$ cat src/rtl/sd_pkg.sv
// Shared definitions for the SD sector read sequencer:
// sd unit command encodings, CMD17 framing bytes and result codes.
package sd_pkg;

   typedef enum logic [1:0] {
      SD_XFER = 2'd0,
      SD_CSLO = 2'd1,
      SD_CSHI = 2'd2
   } sd_op_e;

   typedef enum logic [2:0] {
      ERR_OK        = 3'd0,
      ERR_NO_R1     = 3'd1,
      ERR_R1        = 3'd2,
      ERR_TOKEN_TMO = 3'd3,
      ERR_TOKEN     = 3'd4,
      ERR_SPI_TMO   = 3'd5
   } err_e;

   localparam logic [7:0] CMD17       = 8'h51;
   localparam logic [7:0] CMD17_CRC   = 8'h95;
   localparam logic [7:0] TOKEN_START = 8'hFE;
   localparam logic [7:0] IDLE_BYTE   = 8'hFF;

   function automatic logic [7:0] cmd_byte(
      input logic [2:0]  idx,
      input logic [31:0] addr
   );
      case (idx)
         3'd0:    return CMD17;
         3'd1:    return addr[31:24];
         3'd2:    return addr[23:16];
         3'd3:    return addr[15:8];
         3'd4:    return addr[7:0];
         3'd5:    return CMD17_CRC;
         default: return IDLE_BYTE;
      endcase
   endfunction

endpackage

$ cat src/rtl/sd_xfer_step.sv
// One sd unit action: issue strobe, guard cycle, then wait for
// the unit to go idle and capture the received byte and timeout.
module sd_xfer_step
   import sd_pkg::*;
(
   input  logic       clock,
   input  logic       reset_n,
   input  logic       req,
   input  sd_op_e     cmd,
   input  logic [7:0] tx_byte,
   output logic       ack,
   output logic [7:0] din,
   output logic       timeout,
   output logic       sd_signal,
   output logic [1:0] sd_cmd,
   output logic [7:0] sd_out,
   input  logic [7:0] sd_din,
   input  logic       sd_busy,
   input  logic       sd_timeout
);

   typedef enum logic [1:0] {
      ST_IDLE,
      ST_ISSUE,
      ST_GUARD,
      ST_WAIT
   } step_e;

   step_e st, st_n;
   logic  wait_exit;

   always_ff @(posedge clock or negedge reset_n) begin
      if (!reset_n) st <= ST_IDLE;
      else          st <= st_n;
   end

   always_comb begin
      st_n = st;
      unique case (st)
         ST_IDLE:  if (req) st_n = ST_ISSUE;
         ST_ISSUE: st_n = ST_GUARD;
         ST_GUARD: st_n = ST_WAIT;
         ST_WAIT:  if (!sd_busy) st_n = ST_IDLE;
         default:  st_n = ST_IDLE;
      endcase
   end

   assign wait_exit = (st == ST_WAIT) && !sd_busy;
   assign sd_signal = (st == ST_ISSUE);

   always_ff @(posedge clock or negedge reset_n) begin
      if (!reset_n) begin
         sd_cmd  <= 2'd0;
         sd_out  <= IDLE_BYTE;
         ack     <= 1'b0;
         din     <= 8'h00;
         timeout <= 1'b0;
      end else begin
         ack <= wait_exit;
         if (st == ST_IDLE && req) begin
            sd_cmd <= cmd;
            sd_out <= tx_byte;
         end
         if (wait_exit) begin
            din     <= sd_din;
            timeout <= sd_timeout;
         end
      end
   end

endmodule

$ cat src/rtl/sd_sector_reader.sv
// CMD17 single-block read sequencer: drives the sd byte engine and
// streams the 512 data bytes of one sector into a buffer RAM.
module sd_sector_reader
   import sd_pkg::*;
#(
   parameter int RESP_TRIES  = 8,
   parameter int TOKEN_TRIES = 4096
) (
   input  logic        clock,
   input  logic        reset_n,
   input  logic        start,
   input  logic [31:0] lba,
   input  logic        sdhc,
   output logic        busy,
   output logic        done,
   output logic [2:0]  error,
   output logic [7:0]  r1,
   output logic        sd_signal,
   output logic [1:0]  sd_cmd,
   output logic [7:0]  sd_out,
   input  logic [7:0]  sd_din,
   input  logic        sd_busy,
   input  logic        sd_timeout,
   output logic [8:0]  buf_addr,
   output logic [7:0]  buf_data,
   output logic        buf_we
);

   localparam logic [12:0] RESP_LAST  = 13'(RESP_TRIES - 1);
   localparam logic [12:0] TOKEN_LAST = 13'(TOKEN_TRIES - 1);

   typedef enum logic [3:0] {
      S_IDLE,
      S_CSLO,
      S_CMD,
      S_RESP,
      S_TOKEN,
      S_DATA,
      S_CRC,
      S_CS_HI,
      S_TAIL,
      S_FIN
   } state_e;

   state_e      state, state_n;
   logic [2:0]  cnt, cnt_n;
   logic [12:0] tries, tries_n;
   logic [9:0]  dcnt, dcnt_n;
   logic [31:0] addr, addr_n;
   err_e        err_q, err_n;
   err_e        error_q, error_n;
   logic [7:0]  r1_q, r1_n;

   logic        req;
   sd_op_e      req_cmd;
   logic [7:0]  req_byte;
   logic        ack;
   logic [7:0]  din;
   logic        timeout;

   sd_xfer_step u_step (
      .clock      (clock),
      .reset_n    (reset_n),
      .req        (req),
      .cmd        (req_cmd),
      .tx_byte    (req_byte),
      .ack        (ack),
      .din        (din),
      .timeout    (timeout),
      .sd_signal  (sd_signal),
      .sd_cmd     (sd_cmd),
      .sd_out     (sd_out),
      .sd_din     (sd_din),
      .sd_busy    (sd_busy),
      .sd_timeout (sd_timeout)
   );

   always_ff @(posedge clock or negedge reset_n) begin
      if (!reset_n) begin
         state   <= S_IDLE;
         cnt     <= 3'd0;
         tries   <= 13'd0;
         dcnt    <= 10'd0;
         addr    <= 32'd0;
         err_q   <= ERR_OK;
         error_q <= ERR_OK;
         r1_q    <= 8'h00;
      end else begin
         state   <= state_n;
         cnt     <= cnt_n;
         tries   <= tries_n;
         dcnt    <= dcnt_n;
         addr    <= addr_n;
         err_q   <= err_n;
         error_q <= error_n;
         r1_q    <= r1_n;
      end
   end

   // Each ack immediately issues the next action, chosen from the next state.
   always_comb begin
      state_n = state;
      cnt_n   = cnt;
      tries_n = tries;
      dcnt_n  = dcnt;
      addr_n  = addr;
      err_n   = err_q;
      error_n = error_q;
      r1_n    = r1_q;
      req     = 1'b0;
      unique case (state)
         S_IDLE: begin
            if (start) begin
               state_n = S_CSLO;
               addr_n  = sdhc ? lba : {lba[22:0], 9'd0};
               err_n   = ERR_OK;
               error_n = ERR_OK;
               dcnt_n  = 10'd0;
               req     = 1'b1;
            end
         end
         S_FIN: state_n = S_IDLE;
         default: begin
            if (ack) begin
               if (timeout && !(state inside {S_CS_HI, S_TAIL})) begin
                  err_n   = ERR_SPI_TMO;
                  state_n = S_CS_HI;
               end else begin
                  if (timeout && err_q == ERR_OK) err_n = ERR_SPI_TMO;
                  case (state)
                     S_CSLO: begin
                        state_n = S_CMD;
                        cnt_n   = 3'd0;
                     end
                     S_CMD: begin
                        if (cnt == 3'd5) begin
                           state_n = S_RESP;
                           tries_n = 13'd0;
                        end else begin
                           cnt_n = cnt + 3'd1;
                        end
                     end
                     S_RESP: begin
                        if (!din[7]) begin
                           r1_n = din;
                           if (din != 8'h00) begin
                              err_n   = ERR_R1;
                              state_n = S_CS_HI;
                           end else begin
                              state_n = S_TOKEN;
                              tries_n = 13'd0;
                           end
                        end else if (tries == RESP_LAST) begin
                           err_n   = ERR_NO_R1;
                           state_n = S_CS_HI;
                        end else begin
                           tries_n = tries + 13'd1;
                        end
                     end
                     S_TOKEN: begin
                        if (din == TOKEN_START) begin
                           state_n = S_DATA;
                           dcnt_n  = 10'd0;
                        end else if (din != IDLE_BYTE) begin
                           err_n   = ERR_TOKEN;
                           state_n = S_CS_HI;
                        end else if (tries == TOKEN_LAST) begin
                           err_n   = ERR_TOKEN_TMO;
                           state_n = S_CS_HI;
                        end else begin
                           tries_n = tries + 13'd1;
                        end
                     end
                     S_DATA: begin
                        dcnt_n = dcnt + 10'd1;
                        if (dcnt == 10'd511) begin
                           state_n = S_CRC;
                           cnt_n   = 3'd0;
                        end
                     end
                     S_CRC: begin
                        if (cnt == 3'd1) state_n = S_CS_HI;
                        else             cnt_n = cnt + 3'd1;
                     end
                     S_CS_HI: state_n = S_TAIL;
                     S_TAIL: begin
                        state_n = S_FIN;
                        error_n = err_n;
                     end
                     default: state_n = S_IDLE;
                  endcase
               end
               req = (state_n != S_FIN);
            end
         end
      endcase
   end

   always_comb begin
      req_cmd  = SD_XFER;
      req_byte = IDLE_BYTE;
      unique case (1'b1)
         state_n == S_CSLO:  req_cmd = SD_CSLO;
         state_n == S_CS_HI: req_cmd = SD_CSHI;
         state_n == S_CMD:   req_byte = cmd_byte(cnt_n, addr_n);
         default:            req_cmd = SD_XFER;
      endcase
   end

   assign busy     = (state != S_IDLE) && (state != S_FIN);
   assign done     = (state == S_FIN);
   assign error    = error_q;
   assign r1       = r1_q;
   assign buf_addr = dcnt[8:0];
   assign buf_data = din;
   assign buf_we   = (state == S_DATA) && ack && !timeout;

endmodule

$ cat config.mk
export PLATFORM = sky130hd
export DESIGN_NAME = sd_sector_reader
export DESIGN_NICKNAME = d
export VERILOG_FILES = /design/src/rtl/sd_pkg.sv /design/src/rtl/sd_xfer_step.sv /design/src/rtl/sd_sector_reader.sv
export SDC_FILE = /design/constraint.sdc
export NUM_CORES = 1
export LEC_CHECK = 0
export CELL_PAD_IN_SITES_DETAIL_PLACEMENT = 0
export CELL_PAD_IN_SITES_GLOBAL_PLACEMENT = 1
export CORE_MARGIN = 8
export CORE_UTILIZATION = 38
export CTS_BUF_LIST = sky130_fd_sc_hd__clkbuf_8
export DETAILED_ROUTE_END_ITERATION = 8
export GPL_TIMING_DRIVEN = 1
export PLACE_DENSITY_LB_ADDON = 0.2
export SYNTH_ARGS = -nofsm -noshare
export SYNTH_HDL_FRONTEND = slang
export SYNTH_SLANG_ARGS = --single-unit
export TNS_END_PERCENT = 30
$ cat constraint.sdc
create_clock -name clock -period 2.25 [get_ports clock]
set_clock_uncertainty 0.1 [all_clocks]
set_input_delay 0.3375 -clock clock [delete_from_list [all_inputs] [get_ports clock]]
set_output_delay 0.3375 -clock clock [all_outputs]
set_load 0.01 [all_outputs]
==> results <==
- In the routed design, unresolved DRC markers number 0.
- At the worst endpoint, the required time is 2.47 ns.
- The fraction of layout cells with a size suffix above 1 is 31.7%.
- Per report_power, the combinational group accounts for 5.6% of the total.
- The worst setup path is of the flop to flop kind.
- The number of synthesized flops with an enable pin is 0.
- The simple-gate share of the synthesized area is 18.6%.
- The final cell count without fillers is 976.
- In the layout the commonest cells are buf_4, dfrtp_1, clkdlybuf4s50_1, nand2_1, o21ai_0.
- At the placement stage, the worst setup path has a slack of -0.501 ns.
- The area of all placed cells without fillers is 8020 um^2.
- VDD sags by at most 0.449 mV.
- The total number of nets in the final design is 842.
- The final reports fail on setup timing.
- The path class of the tightest hold or removal check is primary input to asynchronous set/reset pin.
- Setup repair after global routing could not meet its margin everywhere.
- The share of total power in sequential cells is 54.2%.
- The clock transition at the register clock pins on the worst setup and hold paths after CTS is 0.10 ns.
- Setup violations remaining at the end of the flow were counted as 23.
- The effective utilization at floorplan is 38.2%.
- The initial detailed-routing violation count is roughly 380.
- The die is 136 um tall.
- After detailed routing, the average wire length per cell comes to roughly 16 um.
- Summing internal, switching and leakage power gives around 3.2 mW.
- The HPWL reported at the end of detailed placement is 12.2 mm.
- The Yosys step of the flow raised 0 warnings.
- The cell count after synthesis is approximately 600.
- The final period demand of the worst path is 2.43 ns.
- The number of port buffers is 86.
- Sequential elements use between 40% and 50% of the synthesized area.
- The signed area change from the synthesized netlist to the final layout is 46.7%.
- The first global-routing pass estimated 26.1 mm of wire.
- The worst-path maximum fanout is 4.
- The initial antenna violation count was 0.
- Yosys attributes the largest share of cell area to dfrtp_1, o21ai_0, nand2_1.
- The type of destination of the critical path is a flop.
- The count of nets left with antenna violations once routing finished came out at 0.
- The startpoint class of the critical path is a flop.
- Across all setup checks in the final design, the least slack found is -0.178 ns.
- The share of total power in the clock network is around 40%.
- The share of flip-flops with an asynchronous set or reset is 100%.
- At the end of routability-driven placement, the weighted congestion stood at 0.885.
- For the worst-skew pair, the clock arrives at the later sink with an insertion delay of 0.39 ns.
- Global routing finished with a remaining overflow of 0.
- During I/O placement, the number of pins put on the boundary was 88.
- The final layout contains routed wiring with a total length of 16.1 mm.
- The placement row count is 44.
- The internal power component is around 2.5 mW.
- The tightest hold path in the finished design has a slack of 0.366 ns.
- Synthesis instantiated between 70 and 80 different standard cells from the library.
- The final max-slew violation count is 0.
- In the finished design, the share of the clock period the worst path needs comes to 108%.
- The root buffer selected by CTS is clkbuf_8.
- The total vias in the final route is 5110.
- The floorplan core area is 14300 um^2.
- The net count of the mapped netlist is 639.
- The H-tree depth is 3.
- Data arrives at the worst endpoint at 2.65 ns.
- Summing the areas of all xor and xnor instances in the mapped netlist gives 0.321% of the synthesized area.
- The power density over the cells is 401 nW/um^2.
- The diode insertion count for antenna repair is 0.
- Summed over all instances, the cell type with the most area after synthesis is dfrtp_1.
- The number of global-route vias before repair is ~5100.
- The largest net degree at the start of global routing is 43.
- After Yosys synthesis, full adders, half adders and majority gates account for a little over 2% of the synthesized area.
- The number of hold violations in the final report was 0.
- Counting tap cells, the placed design contains a total of around 950 instances.
- The post-place instance area is around 7400 um^2.
- Using the TritonRoute via totals, the vias-per-cell ratio works out to 5.24.
- Net switching is a little under a quarter of the power.
- Global routing used 17.7% of the available tracks across all layers.
- The maximum count of clock buffers along a single path is 2.
- The leakage power summed over all cells is 3.61 nW.
- Max-cap violations in this run came to 0.
- After synthesis the cells add up to 5470 um^2.
- The first-pass iteration count of the detailed router is 5.
- The die is 136 um wide.
- The die covers ~18000 um^2.
- The area fraction in compound gates after synthesis is 20.6%.
- Dividing the synthesized area by the synthesized cell count gives 9.36 um^2.
- The number of flip-flops and latches in the synthesized netlist is 97.
- For this run, the leading register cell type out of synthesis is dfrtp_1.
- The number of clock buffers inserted by TritonCTS is 9.
- After synthesis, the largest area contributor takes up approximately two fifths of total cell area.
- In the synthesized netlist, mux cells make up 8.24% of the area.
- The clock net in this run drives a total of 97 sinks.
- The tightest slew margin relative to the limit is between 60% and 70%.
- Derived from the worst setup path, the maximum achievable clock frequency is 412 MHz.
- The slew at the pin closest to its max-slew limit is 0.522 ns.
- Cells fill 56.0% of the core in the end.
- TritonCTS built the clock tree.
- After synthesis, the largest family of logic cells by area is compound AO/OA/AOI/OAI gates.
- The switching power summed over all nets is 732 uW.
- The flow ran to the end, but the final reports show violations.
- The leading cell type in the layout, fill and taps excluded is buf_4.
- Summed over all failing endpoints, the final setup total negative slack is -1.63 ns.
## cells in the mapped netlist (all sizes together) (4+ instances only)
cell and count:
nor4 6, nand4 9, and2 4, a31oi 9, ha 9, nand2 75
a21oi 19, inv 17, mux2i 27, nor2 31, nor4b 4, nand2b 8
a22o 7, o32a 4, dfstp 8, nand3 18, nor3 4, dfrtp 89
a21o 4, buf 19, clkbuf 23, mux2 16, o21ai 89, and3 10
nor2b 6, o31ai 9
## path summary, 6_finish.rpt
check	start	end	slack (ns)	cells after the start
setup / recovery	u_step.timeout	u_step.sd_out[5]	-0.18	8
setup reg to reg	u_step.timeout	u_step.sd_out[5]	-0.18	8
max in group asynchronous	reset_n	u_step.sd_out[6]	1.01	3
hold / removal	reset_n	dcnt[7]	0.37	2
min in group clock	dcnt[9]	dcnt[9]	0.37	1
hold reg to reg	dcnt[9]	dcnt[9]	0.37	1
## repair_timing
item                                   CTS  global route
setup buffers                            6             7
endpoints found under the hold margin   37             0
hold buffers                             1             0
pin swaps                               19            17
setup endpoints to repair               27            30
gates resized for setup                 37            41
## state kept, by name, indices dropped and copies added, names as in the netlist
name,cells
u_step.ack,1
r1,7
dcnt,10
u_step.din,8
addr,32
error,3
tries,13
u_step.st,2
u_step.sd_cmd,2
u_step.sd_out,8
state,4
cnt,3
err_q,3
u_step.timeout,1
## power groups by stage
stage / Clock [mW] / Combinational (mW) / Sequential [mW]
2_1_floorplan: 0 / 0.0414 / 1.78
3_3_place_gp: 0 / 0.182 / 1.78
3_5_place_dp: 0 / 0.183 / 1.78
4_1_cts: 1.33 / 0.186 / 1.74
5_1_grt: 1.40 / 0.199 / 1.74
6_report: 1.29 / 0.181 / 1.74
## final cells by class
class | instances | area [um^2]
Fill cell | 1295 | 6300
Multi-Input combinational cell | 427 | 3030
Sequential cell | 97 | 2440
Timing Repair Buffer | 234 | 2020
Tap cell | 184 | 230
Clock buffer | 9 | 124
Clock inverter | 7 | 104
Inverter | 18 | 72.6
## worst max-delay path: stages, from the launching register on
cell      delay, ns
dfrtp_1        0.41
or3b_4         0.44
a211o_1        0.32
nor2b_4        0.17
or2_4          0.24
clkinv_4       0.06
nor3_2         0.06
a22o_1         0.22
o32a_1         0.34
## cells by family (layout without fill, tap and decap cells)
logic type,after synthesis,after routing
AOI/OAI and AO/OA,176,176
xor gates and xnor gates,2,2
adders and majority gates,9,9
buffers and inverters,60,268
DFF,97,97
muxes,43,43
other,1,1
and+or+nand+nor,196,196
## per-layer routing
layer | GRT usage (%) | up-vias | routed length, um
li1 | - | 2514 | -
met1 | 22.1 | 2474 | 7050
met2 | 29.2 | 105 | 7960
met3 | 4.95 | 17 | 830
met4 | 5.00 | 0 | 246
met5 | 0 | - | 0
Power figures use the tool's default switching activity.
